===== config.mk =====
export PLATFORM = sky130hd
export DESIGN_NAME = alu_cmd_loader
export DESIGN_NICKNAME = d
export VERILOG_FILES = /design/src/rtl/alu_cmd_loader.sv
export SDC_FILE = /design/constraint.sdc
export NUM_CORES = 1
export LEC_CHECK = 0
export CORE_UTILIZATION = 35
export CTS_CLUSTER_SIZE = 16
export DETAILED_ROUTE_END_ITERATION = 12
export PLACE_DENSITY_LB_ADDON = 0.15
export SLEW_MARGIN = 20
export SYNTH_ARGS = -nofsm -noshare
export SYNTH_HDL_FRONTEND = slang
export SYNTH_SLANG_ARGS = --single-unit

===== constraint.sdc =====
create_clock -name clk -period 1.85 [get_ports clk]
set_clock_uncertainty 0.1 [all_clocks]
set_input_delay 0.2775 -clock clk [delete_from_list [all_inputs] [get_ports clk]]
set_output_delay 0.2775 -clock clk [all_outputs]
set_load 0.02 [all_outputs]

===== src/rtl/alu_cmd_loader.sv =====
// alu_cmd_loader: frames a host byte stream (header, A, B) into ALU commands.
// Registered A/B/op_sel update together with a one-cycle issue strobe, followed
// by RESULT_WAIT idle cycles. Bad headers pulse err and bump a saturating count.
// Optional macro ALU_CMD_PARITY_EN: header[3] must equal header[1]^header[0].
module alu_cmd_loader #(
  parameter int unsigned RESULT_WAIT = 2
) (
  input  logic       clk,
  input  logic       reset,
  input  logic [7:0] in_data,
  input  logic       in_valid,
  output logic       in_ready,
  output logic [7:0] A,
  output logic [7:0] B,
  output logic [1:0] op_sel,
  output logic       issue,
  output logic       busy,
  output logic       err,
  output logic [7:0] err_count
);

  typedef enum logic [2:0] {
    S_IDLE,
    S_GET_A,
    S_GET_B,
    S_ISSUE,
    S_WAIT
  } state_t;

  // WAIT counts down to zero, so it is loaded with one less than its length.
  localparam logic [3:0] WAIT_LOAD = (RESULT_WAIT == 0) ? 4'd0 : 4'(RESULT_WAIT - 1);

  state_t     state;
  state_t     state_nxt;
  logic [3:0] wait_cnt;
  logic [7:0] sh_a;
  logic [1:0] sh_op;
  logic       accept;
  logic       hdr_ok;
  logic       hdr_bad;

  // Handshake and header qualification.
  always_comb begin
    in_ready = !reset && (state == S_IDLE || state == S_GET_A || state == S_GET_B);
    accept   = in_valid && in_ready;
`ifdef ALU_CMD_PARITY_EN
    hdr_ok   = (in_data[7:4] == 4'hA) && (in_data[3] == (in_data[1] ^ in_data[0]));
`else
    hdr_ok   = (in_data[7:4] == 4'hA);
`endif
    hdr_bad  = accept && (state == S_IDLE) && !hdr_ok;
    issue    = (state == S_ISSUE);
    busy     = (state != S_IDLE);
  end

  // State register.
  always_ff @(posedge clk or posedge reset) begin
    if (reset) state <= S_IDLE;
    else       state <= state_nxt;
  end

  // Next-state logic.
  always_comb begin
    state_nxt = state;
    unique case (state)
      S_IDLE:  if (accept && hdr_ok) state_nxt = S_GET_A;
      S_GET_A: if (accept)           state_nxt = S_GET_B;
      S_GET_B: if (accept)           state_nxt = S_ISSUE;
      S_ISSUE: state_nxt = (RESULT_WAIT == 0) ? S_IDLE : S_WAIT;
      S_WAIT:  if (wait_cnt == 4'd0) state_nxt = S_IDLE;
      default: state_nxt = S_IDLE;
    endcase
  end

  // Shadow capture of header/A; outputs update together as ISSUE is entered.
  always_ff @(posedge clk or posedge reset) begin
    if (reset) begin
      sh_a   <= '0;
      sh_op  <= '0;
      A      <= '0;
      B      <= '0;
      op_sel <= '0;
    end else begin
      if (accept && state == S_IDLE && hdr_ok) sh_op <= in_data[1:0];
      if (accept && state == S_GET_A)          sh_a  <= in_data;
      if (accept && state == S_GET_B) begin
        A      <= sh_a;
        B      <= in_data;
        op_sel <= sh_op;
      end
    end
  end

  // WAIT duration counter.
  always_ff @(posedge clk or posedge reset) begin
    if (reset)                  wait_cnt <= '0;
    else if (state == S_ISSUE)  wait_cnt <= WAIT_LOAD;
    else if (state == S_WAIT && wait_cnt != 4'd0) wait_cnt <= wait_cnt - 4'd1;
  end

  // Header rejection pulse and saturating error count.
  always_ff @(posedge clk or posedge reset) begin
    if (reset) begin
      err       <= 1'b0;
      err_count <= '0;
    end else begin
      err <= hdr_bad;
      if (hdr_bad && err_count != 8'hFF) err_count <= err_count + 8'd1;
    end
  end

endmodule

---- Word level (Yosys, flattened, before mapping) ----
Cells that the tools add are included.
word-level totals
  flip-flop bits (word level) ............. 44
  input port bits ......................... 11
cells by class
  multiplexer cells ....................... 7
  reduce and logical (&&, ||, !) cells .... 20
  $add $sub $neg .......................... 2
  eq/ne operators ......................... 10
operators by type and width
  operator             count
  $pmux 3 s5           1
  $mux 3               4
  $logic_and 1x1->1    10
  $add 8x1->8 const B  1
  $mux 4               2
  $ne 8x8->1 const B   1
  $eq 3x2->1 const B   2
  $ne 2x2->1 const B   3
  $eq 4x4->1 const B   1
  $logic_not 4->1      1
  $reduce_and 4->1     1
  $reduce_bool 4->1    1
  $sub 4x1->4 const B  1
  $eq 3x1->1 const B   1
  $eq 3x3->1 const B   1
  $logic_not 3->1      1
  $reduce_bool 3->1    1
  $logic_not 1->1      2
  $logic_or 1x1->1     2
  $ne 2x1->1 const B   1
  $reduce_bool 2->1    1

---- Depth between registers and ports, before layout ----
Gate-level depths: netlist of the first run.
  depth in word-level cells ............... 8
  gate-level depth with buffers ........... 6
  mapped depth without buffers ............ 6

---- Worst setup path before layout of the first run ----
OpenSTA, ideal clock, no wires.
  path type ............................... input to register
  start point ............................. input reset
  end point ............................... register sh_a[0]
  stages .................................. 3
  data arrival time ....................... 2.215 ns
  path buffers ............................ 0
  setup slack ............................. -0.590 ns
  data required time ...................... 1.625 ns
  cells stage by stage .................... inv_1 -> nand4_1 -> mux2_2
on the way
  longest elaborated chain between the ends .. 4
RTL lines
  item                       RTL line  source
  start, declared            9         input logic reset,
  $logic_not 1->1 (no line)  n/a
  $logic_and 1x1->1          44        in_ready = !reset && (state == S_IDLE || state == S_GET_A || state == S_GET_B);
  $logic_and 1x1->1          45        accept = in_valid && in_ready;
  $logic_and 1x1->1          85        if (accept && state == S_GET_A) sh_a <= in_data;
  end signal, assigned       85
  end, declared              36        logic [7:0] sh_a;
Every way passes these cells.
A chain may end at the register's enable or synchronous reset.

---- Worst setup path in the final report of the first run ----
  start point ............................. register err_count[5]
  end point ............................... output err_count[5]
RTL lines
  item                    RTL line  source
  start, declared         19        output logic [7:0] err_count
  start signal, assigned  108       if (hdr_bad && err_count != 8'hFF) err_count <= err_count + 8'd1;
No word-level cell between the ends.

==> out/qor.yml, run 1 <==
ys_seq_elements: 44
max_freq_ghz: 0.573
critPathArrivalTime_ns: 1.37
track_usage_pct: 13.9
hpwl_um: 2620
clockBufferDepth: 2
pwr-share-comb_pct: 43.9
ys_types: 28
fin_crit_ns: 1.74
grt_max_degree: 45
synthFlopType: "dfrtp_1"
drc: 0
slew_headroom_pct: 63.6
p_leak_nw: 1.18
area_growth_pct: 39.6
core_um2: 5110
outcome: "complete, no violations"
seqPwrFrac_pct: 42.1
ir_drop_uv: 865
worst_skew_pair.late_latency_ns: 0.28
drive_gt1_share_pct: 34.2
grt_pass1_wl_um: 5660
firstDrtPassIters: 3
slew_violations: 0
hold_viol: 0
critPathKind: "reg2out"
crit_buf_inv: 1
clock_sinks: 44
die_width_um: 74.6
synth-edff-count: 0
cpPeakStageDelay_ns: 0.66
switching_share_pct: 35.3
synthTopCellsByArea: "dfrtp_1 60%, mux2_2 18%, xor2_1 3.8%"
antenna_cells: 0
die_area_um2: 5570
hold_path.startpoint: "B[0]$_DFFE_PP0P_"
setup_tns_ns: 0
place_congestion: 0.787
hold_path.class: "reg2reg"
grt_pass1_vias: 1298
setup-violations-final: 0
grt_setup_unrepaired: "false"
routed-via-count: 1250
routed_wl_um: 3610
fin_crit_sh_pct: 94.3
cp.required_ns: 1.47
yosys-top-cells-count: "44 x dfrtp_1, 29 x mux2_2, 8 x xor2_1"
path_max_fanout: 4
utilization_pct: 50.4
rows: 26
clockRootBuffer: "clkbuf_8"
final_nets: 207
power_density_nw_per_um2: 1550
yosys_warnings: 0
crit_family: "buffers and inverters"
pwr-share-clk_pct: 14.0
antenna_left: 0
cap_viol_max_count: 0
r2r-start: "wait_cnt[0]$_DFFE_PP0P_"
drt_iter0_drc: 40
critPathSlowestCell: "clkdlybuf4s50_1"
start_util_pct: 36.1
numCtsBuffers: 5
p_total_mw: 3.98
syn_area_um2: 1850
clk_pin_slew_ns: 0.08
portBuffers: 40
yosys.area.top_type: "dfrtp_1"
synth_top_cell_area_share_pct: 59.7
syn_inst: 135
die_height_um: 74.6
overflow: 0
crit_chain: "clkdlybuf4s50_1"
critPathCaptureType: "output port"
cts.htree.levels: 2
seq_area_frac_synth_pct: 59.7
wl_per_cell_um: 13.7
worst_slew_pin_slew_ns: 0.546
io_pins: 41
synthArstFlopShare_pct: 100
synth_nets: 149
syn_area_per_cell_um2: 13.7
antenna_found_initial: 0
switchingPower_mw: 1.41
p_int_mw: 2.58
cts_tree: "built"
yosysMostFrequentCell: "dfrtp_1"
viasPerCell: 4.75
cp-startpoint: "err_count[5]$_DFFE_PP0P_"
worst_setup_path_start_kind: "register"
-- layer usage --
| layer | up-vias | part of all wire, % | global-route usage, % |
|---|---|---|---|
| met4 | 0 | 2.3 | 7.97 |
| met5 | - | 0 | 0 |
| met2 | 30 | 53 | 25.2 |
| met1 | 619 | 41 | 14.7 |
| met3 | 9 | 4.2 | 3.21 |
| li1 | 592 | - | - |
-- layout make-up --
| type | count | area (µm²) |
|---|---|---|
| Clock buffer | 5 | 68.8 |
| Multi-Input combinational cell | 84 | 761 |
| Inverter | 5 | 22.5 |
| Sequential cell | 44 | 1100 |
| Clock inverter | 2 | 12.5 |
| Timing Repair Buffer | 53 | 519 |
| Tap cell | 70 | 87.6 |
| Fill cell | 461 | 2530 |
-- state kept, by name, indices dropped and copies added (netlist names) --
name / count
err: 1
wait_cnt: 4
err_count: 8
sh_op: 2
state: 3
B: 8
A: 8
op_sel: 2
sh_a: 8
-- cells in the final DEF (no fill, tap or decap), types with 2 or more instances in the layout --
| cell type | instances |
|---|---|
| dfrtp_1 | 41 |
| clkdlybuf4s50_1 | 37 |
| mux2_2 | 29 |
| buf_4 | 11 |
| xor2_1 | 8 |
| nand3_1 | 6 |
| nand2_1 | 5 |
| clkbuf_8 | 5 |
| nor2_1 | 4 |
| inv_1 | 4 |
| a21oi_1 | 3 |
| ha_1 | 3 |
| dlygate4sd2_1 | 3 |
| dfrtp_2 | 3 |
| clkinvlp_4 | 2 |
| nand4_1 | 2 |
| o21ai_0 | 2 |
| a211oi_1 | 2 |
| nor2_2 | 2 |
| nor3_1 | 2 |
| nor4_1 | 2 |
| buf_12 | 2 |
-- timing repair --
| action | 4_1_cts | 5_1_grt |
|---|---|---|
| pin swaps | 0 | 1 |
| setup buffers | 0 | 1 |
| setup endpoints to repair | 3 | 7 |
| resized for setup | 7 | 8 |
| hold buffers | 0 | 0 |
-- final timing paths --
kind | cells past startpoint | slack (ns) | to
max reg2reg | 5 | 0.17 | state[2]$_DFFE_PP0P_
max | 1 | 0.11 | err_count[5]
max in group asynchronous | 5 | 0.60 | state[1]$_DFFE_PP0P_
min | 1 | 0.41 | B[0]$_DFFE_PP0P_
min reg2reg | 1 | 0.41 | B[0]$_DFFE_PP0P_
min in group asynchronous | 5 | 0.66 | wait_cnt[0]$_DFFE_PP0P_
-- metrics by stage --
stage / hold slack (ns) / worst slack, ns / instances / area [µm²]
finish: 0.406 / 0.105 / 263 / 2580
global route: 0.418 / 0.0342 / 263 / 2580
CTS: 0.410 / 0.0154 / 262 / 2530
detailed placement: 0.392 / -0.281 / 255 / 2440
global placement: 0.381 / -0.227 / 255 / 2440
floorplan: 0.190 / -0.200 / 135 / 1850
-- kinds of logic (layout without fill, tap and decap cells) --
kind of cell / Yosys count / after routing / share of synthesized area [%]
compound gates: 9 / 9 / 2.98
fa+ha+maj: 3 / 3 / 2.03
buf+inv: 7 / 65 / 1.63
mux: 29 / 29 / 17.7
simple gates: 34 / 34 / 11.7
xor+xnor: 9 / 9 / 4.27
flops: 44 / 44 / 59.7
-- power groups by stage --
stage          Sequential (mW)  Clock, mW  Combinational (mW)
4_1_cts                   1.69      0.582                1.70
6_report                  1.68      0.556                1.75
2_1_floorplan             1.92          0               0.686
5_1_grt                   1.74      0.616                1.89
3_5_place_dp              1.69          0                1.71
3_3_place_gp              1.66          0                1.66
No activity file was read; power rests on OpenSTA's default activity.
==> run 2: changes to the inputs <==
--- a/config.mk
+++ b/config.mk
@@ -5,6 +5,7 @@
 export SDC_FILE = /design/constraint.sdc
 export NUM_CORES = 1
 export LEC_CHECK = 0
+export ABC_CLOCK_PERIOD_IN_PS = 1850
 export CORE_UTILIZATION = 35
 export CTS_CLUSTER_SIZE = 16
 export DETAILED_ROUTE_END_ITERATION = 12
==> results of run 2 <==
No change in the layout: final DEF, timing and power equal those of run 1.
==> run 3: changes to the inputs <==
--- a/config.mk
+++ b/config.mk
@@ -5,6 +5,7 @@
 export SDC_FILE = /design/constraint.sdc
 export NUM_CORES = 1
 export LEC_CHECK = 0
+export ABC_AREA = 1
 export ABC_CLOCK_PERIOD_IN_PS = 1850
 export CORE_UTILIZATION = 35
 export CTS_CLUSTER_SIZE = 16
==> run 3 against run 2 <==
  * Via count increased by 28%
  * Register-to-register slack about the same
  * Non-clock buffer count decreased by 2
  * Critical path type unchanged
==> out/qor.yml, run 3 <==
wl_met1_um: 2000
syn_area_um2: 2080
die_area_um2: 6260
switching_share_pct: 36.3
die_height_um: 79.2
clockRootBuffer: "clkbuf_8"
cts_hold_buf: 0
pwr-share-clk_pct: 20.7
critPathKind: "reg2out"
hold_viol: 0
seqPwrFrac_pct: 40.0
routed-via-count: 1602
grt_pass1_wl_um: 7400
synth_nets: 239
rows: 27
final_nets: 291
die_width_um: 79.2
cp.required_ns: 1.47
grt_max_degree: 31
route.met2.wl_um: 1990
cts_tree: "built"
ys_types: 26
yosysMostFrequentCell: "nand2_1"
max_freq_ghz: 0.562
hold_path.class: "in2async"
yosys_warnings: 0
p_int_mw: 2.44
portBuffers: 40
r2r_slack_ns: 0.16
synth_top_cell_area_share_pct: 52.9
syn_area_per_cell_um2: 9.26
critPathSlowestCell: "clkdlybuf4s50_1"
numCtsBuffers: 5
setup-violations-final: 0
antenna_left: 0
power_density_nw_per_um2: 1390
firstDrtPassIters: 4
reg2regPathDepth: 7
regToRegEndpoint: "B[5]$_DFFE_PP0P_"
cap_viol_max_count: 0
cp-startpoint: "err_count[3]$_DFFE_PP0P_"
io_pins: 41
antenna_cells: 0
ir_drop_uv: 606
core_um2: 5610
antenna_found_initial: 0
critPathArrivalTime_ns: 1.40
drt_iter0_drc: 89
viasPerCell: 4.58
slew_headroom_pct: 63.7
most-common-layout-cells: "65 x nand2_1, 43 x dfrtp_1, 37 x clkdlybuf4s50_1"
fin_crit_sh_pct: 96.2
worst_skew_pair.late_latency_ns: 0.29
layout.cells.non_filler: 350
start_util_pct: 37.1
p_leak_nw: 1.37
drive_gt1_share_pct: 17.6
clock_sinks: 44
final_area_um2: 2750
pwr-share-comb_pct: 39.3
clk_pin_slew_ns: 0.08
final_common_cell: "nand2_1"
slew_violations: 0
fin_crit_ns: 1.78
hpwl_um: 3060
path_depth: 1
switchingPower_mw: 1.39
worst_slew_pin_slew_ns: 0.541
wl_per_cell_um: 12.1
synthArstFlopShare_pct: 100
setup_tns_ns: 0
syn_inst: 225
path_max_fanout: 6
area_growth_pct: 32.0
p_total_mw: 3.83
drc: 0
r2r-start: "state[1]$_DFFE_PP0P_"
place_area_um2: 2600
seq_area_frac_synth_pct: 52.9
crit_family: "buffers and inverters"
place_ws_ns: -0.0746
grt_pass1_vias: 1582
yosys.area.top_type: "dfrtp_1"
synth-edff-count: 0
routed_wl_um: 4240
met3_length_um: 186
crit_buf_inv: 1
ys_seq_elements: 44
cts.htree.levels: 2
yosys-top-cells-count: "65 x nand2_1, 44 x dfrtp_1, 25 x inv_1, 25 x nand3_1, 11 x o21ai_2"
clockBufferDepth: 2
worst_setup_path_start_kind: "register"
outcome: "complete, no violations"
top_layer_used: "met4"
synthFlopType: "dfrtp_1"
overflow: 0
track_usage_pct: 15.5
place_congestion: 0.751
critPathCaptureType: "output port"
cpPeakStageDelay_ns: 0.65
crit_chain: "clkdlybuf4s50_1"
worst_slack_ns: 0.0709
dp.cells: 340
synthTopCellsByArea: "dfrtp_1 53%, nand2_1 12%, nand3_1 6.0%"
cp-endpoint: "err_count[3]"
-- run 3: area by class of cell --
class,instances,area (µm²)
timing repair buffer,51,479
clock buffer,7,96.3
tap,72,90.1
inverter,25,97.6
multi-input combinational,150,855
fill,561,2860
clock inverter,1,30.0
sequential,44,1100
-- run 3: repair_timing --
item	in CTS	in global routing
endpoints found under the hold margin	0	0
setup buffers	0	2
pin swaps	0	1
resized for setup	4	3
endpoints found under the setup margin	3	10
-- run 3: kinds of logic (layout without fill, tap and decap cells) --
family,after synthesis,after routing,share of synthesized area (%)
adder cells (fa/ha/maj),3,3,1.80
flip-flops,44,44,52.9
AND/OR/NAND/NOR,115,115,27.3
XOR/XNOR,5,5,2.10
AO/OA/AOI/OAI,27,27,9.07
buffers and inverters,31,84,6.85
-- run 3: worst min path at each step --
stage | to | cells after the start | from
2_1_floorplan | A[0]$_DFFE_PP0P_ | 1 | reset
3_3_place_gp | A[3]$_DFFE_PP0P_ | 2 | A[3]$_DFFE_PP0P_
5_1_grt | err_count[2]$_DFFE_PP0P_ | 3 | reset
6_report | err_count[1]$_DFFE_PP0P_ | 3 | reset
3_5_place_dp | A[2]$_DFFE_PP0P_ | 2 | A[2]$_DFFE_PP0P_
4_1_cts | err_count[0]$_DFFE_PP0P_ | 3 | reset
-- run 3: routing by layer --
metal / global-route usage (%) / vias to the layer above
met3: 3.68 / 5
met1: 19.3 / 741
met4: 5.45 / 0
met5: 0 / -
met2: 26.0 / 35
li1: - / 821
-- run 3: through the flow --
| stage | utilization (%) | hold WS (ns) |
|---|---|---|
| global route | 49.0 | 0.316 |
| CTS | 48.6 | 0.298 |
| finish | 49.0 | 0.305 |
| detailed placement | 46.3 | 0.364 |
| floorplan | - | 0.213 |
| global placement | 46.3 | 0.364 |
-- run 3: power by group through the flow --
stage	combinational (mW)	clock, mW	sequential [mW]
finish	1.51	0.794	1.53
global route	1.68	0.868	1.58
CTS	1.48	0.827	1.53
detailed placement	1.48	0	1.55
global placement	1.46	0	1.55
floorplan	0.754	0	1.70
